$ cat src/rtl/barrel_unshifter16.sv
// Iterative inverse of barrel_shifter16: rotates a captured word back one bit per
// clock in the opposite direction, with a start/busy/done handshake.
module barrel_unshifter16 (
    input  logic        clk,
    input  logic        rst,
    input  logic        start,
    input  logic [15:0] i,
    input  logic        s0,
    input  logic        s1,
    input  logic        s2,
    input  logic        s3,
    input  logic        shift_sel,
    output logic        busy,
    output logic        done,
    output logic [15:0] o
);

    localparam int DATA_W = 16;

    localparam logic [1:0] IDLE  = 2'd0;
    localparam logic [1:0] SHIFT = 2'd1;
    localparam logic [1:0] DONE  = 2'd2;

    logic [1:0]        state;
    logic [DATA_W-1:0] d;
    logic [3:0]        cnt;
    logic              dir;
    logic [3:0]        amt;

    // dir=1 undoes a forward left rotation, so it steps right.
    function automatic logic [DATA_W-1:0] rot1(input logic [DATA_W-1:0] v, input logic right);
        return right ? {v[0], v[DATA_W-1:1]} : {v[DATA_W-2:0], v[DATA_W-1]};
    endfunction

    assign amt  = {s3, s2, s1, s0};
    assign busy = (state == SHIFT) || (state == DONE);
    assign done = (state == DONE);

    always_ff @(posedge clk or posedge rst) begin
        if (rst) begin
            state <= IDLE;
            d     <= '0;
            cnt   <= '0;
            dir   <= 1'b0;
            o     <= '0;
        end else begin
            case (state)
                IDLE: begin
                    if (start) begin
                        d   <= i;
                        cnt <= amt;
                        dir <= shift_sel;
                        if (amt == 4'd0) begin
                            state <= DONE;
                            o     <= i;
                        end else begin
                            state <= SHIFT;
                        end
                    end
                end
                SHIFT: begin
                    d   <= rot1(d, dir);
                    cnt <= cnt - 4'd1;
                    // Last rotation lands directly in o so done and data appear together.
                    if (cnt == 4'd1) begin
                        state <= DONE;
                        o     <= rot1(d, dir);
                    end
                end
                DONE: begin
                    state <= IDLE;
                end
                default: begin
                    state <= IDLE;
                end
            endcase
        end
    end

endmodule

$ cat config.mk
export PLATFORM = sky130hd
export DESIGN_NAME = barrel_unshifter16
export DESIGN_NICKNAME = d
export VERILOG_FILES = /design/src/rtl/barrel_unshifter16.sv
export SDC_FILE = /design/constraint.sdc
export NUM_CORES = 1
export LEC_CHECK = 0
export CAP_MARGIN = 20
export CORE_MARGIN = 2
export CORE_UTILIZATION = 50
export DETAILED_ROUTE_END_ITERATION = 8
export PLACE_DENSITY = 0.83
export SETUP_SLACK_MARGIN = 0.5
export SLEW_MARGIN = 20
export SYNTH_ARGS = -nofsm -noshare
export SYNTH_HDL_FRONTEND = slang
export SYNTH_SLANG_ARGS = --single-unit
$ cat constraint.sdc
create_clock -name clk -period 2.61 [get_ports clk]
set_input_delay 0.261 -clock clk [delete_from_list [all_inputs] [get_ports clk]]
set_output_delay 0.261 -clock clk [all_outputs]
set_load 0.02 [all_outputs]
==> impl_metrics.csv, run 1 <==
group,metric,value,unit
outcome,outcome,"finished, final reports clean",
sta,finalCritPeriodShare,0.747,
synth,synth_cell_type_count,28,
synth,synthTopCellsByArea,"dfrtp_1 49%, mux2i_1 8.5%, a22o_1 6.5%, a211oi_2 6.2%, a21o_1 5.6%",
synth,yosys.cell_count.top_type,"dfrtp_1",
cells_and_area,finalNetCount,244,
setup_path,reg2reg_to,"o[11]",
pwr,total_power,3.76,mW
floorplanning,io_pins,42,
cells_and_area,regArea,976,sq um
floorplanning,die_h,67.4,microns
sta,period_minus_slack,1950,ps
sta,fin_skew,10.4,ps
synth,yosys_register_bits,39,
global_route,grt.busiest_layer,"met2",
setup_path,worstPathRequired,2790,ps
synth,synth_warnings,0,
global_route,grt_use_met3,0.0533,
sta,fmax,0.513,GHz
cells_and_area,fill_cells,296,
synth,synthesis.area,2010,sq um
setup_path,cp.buffers_inverters,1,
pwr,power_density,1440,nW/um^2
synth,syn_nets,201,
global_route,grt_pass1_wl,7.11,mm
clocking,clock-root-buffer,"clkbuf_8",
cells_and_area,areaGrowthSynthToFinish,29.6,%
worst_hold_path,min_path_type,"input port to async pin",
global_route,grt_usage,0.215,
global_route,grt_max_degree,40,
placed_design,dp.cells,256,
synth,ys_async_sr_fraction,1.00,
global_route,antenna_found_initial,0,
global_route,globalRouteOverflowTotal,0,
setup_path,crit_path_start_kind,"register",
sta,setup_violations,0,
synth,syn_avg_cell_area,11.7,sq um
clocking,cts_tree,"yes",
synth,synth.largest_area_cell,"dfrtp_1",
drt,drt_iter0_markers,65,
drt,drc_errors,0,
setup_path,r2r_setup_slack,660,ps
cells_and_area,drive_gt1_frac,0.157,
synth,synth_top_flop_cell,"dfrtp_1",
setup_path,crit_fanout,16,
clocking,clk_pin_slew,80,ps
floorplanning,num_rows,23,
setup_path,critPathKind,"register to register",
sta,maxSlewHeadroom,0.417,
placed_design,io_buffers,41,
drt,routedWlPerCell,16.5,microns
setup_path,crit-reg2reg-launch,"cnt[1]",
drt,vias,1508,
setup_path,arrival,2130,ps
global_route,grt_pass1_vias,1491,
sta,postLayoutSetupSlackWorst,660,ps
sta,setup_tns,0,ps
floorplanning,dieArea,4540,sq um
floorplanning,start_util,0.510,
drt,drt-vias-per-instance,5.67,
setup_path,max_stage_delay,550,ps
synth,seq_area_frac_synth,0.485,
floorplanning,coreArea,3940,sq um
placed_design,place_ws,469,ps
run,maxCapViolCount,0,
synth,synthCells,172,
pwr,peakVddDrop,0.000725,V
drt,drt_pass1_iterations,4,
cells_and_area,diodes,0,
setup_path,path_delay_family,"simple AND/OR/NAND/NOR gates",
clocking,numCtsBuffers,5,
drt,routed_wl,4.40,mm
global_route,grt_use_met1,0.273,
placed_design,place_congestion,0.816,
synth,synth-edff-count,0,
setup_path,rr_worst_depth,5,
sta,tightest_slew,875,ps
clocking,cts_sinks,39,
global_route,met2_usage,0.360,
clocking,cts_max_path_buffers,2,
sta,drv_slew,0,
setup_path,path_cells,"inv_1 -> ha_1 -> nor3b_1 -> o211ai_4 -> mux2_2",
floorplanning,die_x,67.4,microns
drt,ant_nets,0,
sta,rsz0062_at_grt,"no",
clocking,cts.htree.levels,2,
synth,synth_top_cell_area_share,0.485,
clocking,insertion_delay,300,ps
setup_path,crit_slowest_cell,"nor3b_1",
pwr,p_leak,1.19,nW
setup_path,end_kind,"register",
cells_and_area,stdcell_count,266,
placed_design,dp_hpwl,3.17,mm
cells_and_area,multi_input_area,965,sq um
sta,hold_violations,0,
synth,synth_top_cells_by_count,"39 x dfrtp_1, 18 x nor2_1, 17 x mux2i_1",
-- tightest hold or removal path, stage by stage --
cell and delay, ps:
clkdlybuf4s50_1 400, inv_1 60, buf_4 410
-- power by group --
part	internal, mW	switching [mW]
Sequential	0.918	0.273
Combinational	1.01	1.06
Clock	0.285	0.222
-- worst max path at each step --
| stage | startpoint | end | cells past startpoint |
|---|---|---|---|
| 2_1_floorplan | state[0] | o[0] | 6 |
| 3_3_place_gp | s2 | o[1] | 4 |
| 3_5_place_dp | s2 | o[3] | 4 |
| 4_1_cts | cnt[1] | o[1] | 5 |
| 5_1_grt | state[1] | o[8] | 7 |
| 6_report | cnt[1] | o[11] | 5 |
-- cell usage in the layout (no fill, tap or decap), types with 4 or more instances in the layout --
master	Yosys	routed
inv_1	7	7
a22o_1	15	15
a21oi_1	4	4
a21o_1	15	15
a211oi_1	5	5
mux2i_1	17	17
clkbuf_8	0	5
nor2_1	18	18
a211oi_2	10	10
clkdlybuf4s50_1	0	41
ha_1	5	4
buf_4	1	7
dfrtp_1	39	39
-- sequential cells by signal, indices dropped and copies added (netlist names) --
signal  count
cnt         4
d          16
dir         1
o          16
state       2
-- cell families after synthesis --
kind of cell,Yosys count,share of synthesized area
adder cells (fa/ha/maj),5,0.0311
flip-flops,39,0.485
multiplexers,22,0.116
buffers and inverters,19,0.0411
AO/OA/AOI/OAI,64,0.281
AND/OR/NAND/NOR,23,0.0454
-- per-stage QoR --
step	utilization	hold slack [ps]	instance area [sq um]
floorplan	-	411	2010
global placement	0.627	489	2470
finish	0.661	387	2610
CTS	0.656	401	2590
detailed placement	0.627	493	2470
global route	0.661	444	2610
-- final cells by class --
class | instances | share of cell area
Sequential cell | 39 | 0.375
Multi-Input combinational cell | 114 | 0.370
Timing Repair Buffer | 48 | 0.178
Clock buffer | 5 | 0.0264
Tap cell | 50 | 0.0240
Clock inverter | 3 | 0.0168
Inverter | 7 | 0.0101
-- repair_timing --
action / 4_1_cts / 5_1_grt
setup endpoints to repair: 0 / 24
buffers inserted: 0 / 2
hold buffers: 0 / 0
gates resized for setup: 0 / 2
-- routing by layer --
metal | vias up | routed length [microns]
met5 | - | 0
met1 | 733 | 1940
met4 | 0 | 78
met2 | 38 | 2180
met3 | 8 | 195
li1 | 729 | -
(Power assumes the default switching activity.)
==> run 2: changes to the inputs <==
--- a/config.mk
+++ b/config.mk
@@ -7,9 +7,9 @@
 export LEC_CHECK = 0
 export CAP_MARGIN = 20
 export CORE_MARGIN = 2
-export CORE_UTILIZATION = 50
+export CORE_UTILIZATION = 46
 export DETAILED_ROUTE_END_ITERATION = 8
-export PLACE_DENSITY = 0.83
+export PLACE_DENSITY = 0.81
 export SETUP_SLACK_MARGIN = 0.5
 export SLEW_MARGIN = 20
 export SYNTH_ARGS = -nofsm -noshare
==> constraint.sdc (replaced) <==
create_clock -name clk -period 1.7 [get_ports clk]
set_input_delay 0.17 -clock clk [delete_from_list [all_inputs] [get_ports clk]]
set_output_delay 0.17 -clock clk [all_outputs]
set_load 0.02 [all_outputs]
==> run 2 against run 1 <==
Net effect: wire length grew 15%; non-clock buffer count grew 19; clock skew shrank 6.2 ps; power grew 68%.
==> impl_metrics.csv, run 2 (synthesis results as in run 1) <==
group,metric,value,unit
floorplanning,num_rows,24,
clocking,cts_sinks,39,
cells_and_area,areaGrowthSynthToFinish,42.3,%
pwr,power_density,2210,nW/um^2
global_route,grt_usage,0.219,
clocking,clock-root-buffer,"clkbuf_8",
setup_path,crit-reg2reg-launch,"state[1]",
drt,drt_iter0_markers,80,
floorplanning,coreArea,4290,sq um
setup_path,crit_fanout,4,
global_route,grt_max_degree,40,
cells_and_area,fin_area,2860,sq um
floorplanning,dieArea,4920,sq um
global_route,antenna_found_initial,0,
cells_and_area,final_common_cell,"dfrtp_1",
drt,vias,1627,
cells_and_area,reg_top3,"d: 16 flops, o: 16 flops, cnt: 4 flops",
clocking,cts.htree.levels,2,
placed_design,place_congestion,0.840,
sta,setup_tns,0,ps
setup_path,arrival,1810,ps
floorplanning,start_util,0.468,
cells_and_area,layout_common_cells,"39 x dfrtp_1, 23 x clkdlybuf4s50_1, 18 x nor2_1",
cells_and_area,regArea,976,sq um
sta,setup_violations,0,
cells_and_area,fin_util,0.666,
setup_path,path_common_cell,"mux2_4",
setup_path,crit_path_start_kind,"register",
floorplanning,die_x,70.1,microns
clocking,cts_tree,"yes",
drt,routedWlPerCell,17.6,microns
setup_path,crit_end,"o[11]",
cells_and_area,finalNetCount,263,
drt,drt-vias-per-instance,5.67,
global_route,globalRouteOverflowTotal,0,
cells_and_area,stdcell_count,287,
sta,tightest_slew,484,ps
sta,rsz0062_at_grt,"yes",
sta,maxSlewHeadroom,0.677,
global_route,grt_pass1_vias,1739,
drt,ant_nets,0,
pwr,peakVddDrop,0.00100,V
clocking,insertion_delay,290,ps
setup_path,startpoint,"state[1]",
drt,drt_pass1_iterations,4,
clocking,hold_buffers,0,
floorplanning,die_h,70.1,microns
setup_path,rr_worst_depth,5,
cells_and_area,fill_cells,317,
cells_and_area,multi_input_area,1040,sq um
pwr,total_power,6.33,mW
sta,hold_ws,294,ps
setup_path,end_kind,"register",
cells_and_area,drive_gt1_frac,0.281,
placed_design,dp_hpwl,3.39,mm
clocking,cts_max_path_buffers,2,
setup_path,max_stage_delay,410,ps
sta,drv_slew,0,
placed_design,place_ws,-191,ps
cells_and_area,diodes,0,
sta,postLayoutSetupSlackWorst,59.2,ps
sta,fmax,0.609,GHz
setup_path,path_cells,"inv_2 -> ha_4 -> mux2_4 -> o211ai_4 -> mux2_4",
setup_path,worstPathRequired,1870,ps
drt,routed_wl,5.04,mm
floorplanning,io_pins,42,
worst_hold_path,min_path_type,"input port to async pin",
sta,fin_skew,4.20,ps
sta,finalCritPeriodShare,0.965,
placed_design,io_buffers,41,
pwr,p_leak,1.36,nW
placed_design,dp.cells,268,
run,maxCapViolCount,0,
setup_path,reg2reg_to,"o[11]",
global_route,grt_pass1_wl,8.56,mm
placed_design,post_dp_cell_area,2620,sq um
sta,hold_violations,0,
setup_path,r2r_setup_slack,60,ps
clocking,clk_pin_slew,80,ps
setup_path,crit_slowest_cell,"dfrtp_1",
clocking,numCtsBuffers,5,
drt,drc_errors,0,
outcome,outcome,"finished, final reports clean",
setup_path,critPathKind,"register to register",
sta,period_minus_slack,1640,ps
-- run 2: cell count changes in the layout (fill, tap and decap cells not counted), sizes merged --
cell,previous run,this run
clkbuf,5,6
buf,7,27
bufbuf,0,1
dlygate4sd2,0,10
clkinv,2,1
clkdlybuf4s50,41,23
clkdlybuf4s15,0,6
bufinv,1,0
clkinvlp,0,1
-- run 2: layout make-up --
type,instances,area share
sequential,39,0.341
tap,52,0.0227
inverter,7,0.00919
multi-input combinational,114,0.364
timing repair buffer,67,0.234
clock buffer,6,0.0254
clock inverter,2,0.00437
-- run 2: worst min path at each step --
stage	start	endpoint	slack, ps	cells past startpoint
after CTS	rst	o[6]	320	3
after detailed placement	o[11]	o[11]	490	1
final	rst	d[5]	290	3
after global placement	o[8]	o[8]	490	1
after floorplan	shift_sel	dir	320	1
after global routing	rst	d[5]	370	3
-- run 2: where the power goes --
| group | internal, mW | switching (mW) | leakage, nW |
|---|---|---|---|
| Sequential | 1.41 | 0.363 | 0.475 |
| Clock | 0.287 | 0.321 | 0.0412 |
| Combinational | 2.00 | 1.95 | 0.843 |
-- run 2: critical path: cells and delay by family (launching register included) --
family	cells	cell delay, ps
AO/OA/AOI/OAI	1	130
adder cells (fa/ha/maj)	1	190
buffers and inverters	1	120
flip-flops	1	410
multiplexers	2	680
-- run 2: per-layer routing --
metal	share of wire	global-route usage	vias up
li1	-	-	764
met1	0.43	0.282	822
met2	0.52	0.379	37
met3	0.031	0.0332	4
met4	0.012	0.0684	0
met5	0	0	-
-- run 2: repair_timing --
action,4_1_cts,5_1_grt
buffers inserted,7,3
gates cloned,1,0
endpoints found under the setup margin,56,47
gates resized for setup,27,22
pin swaps,3,2
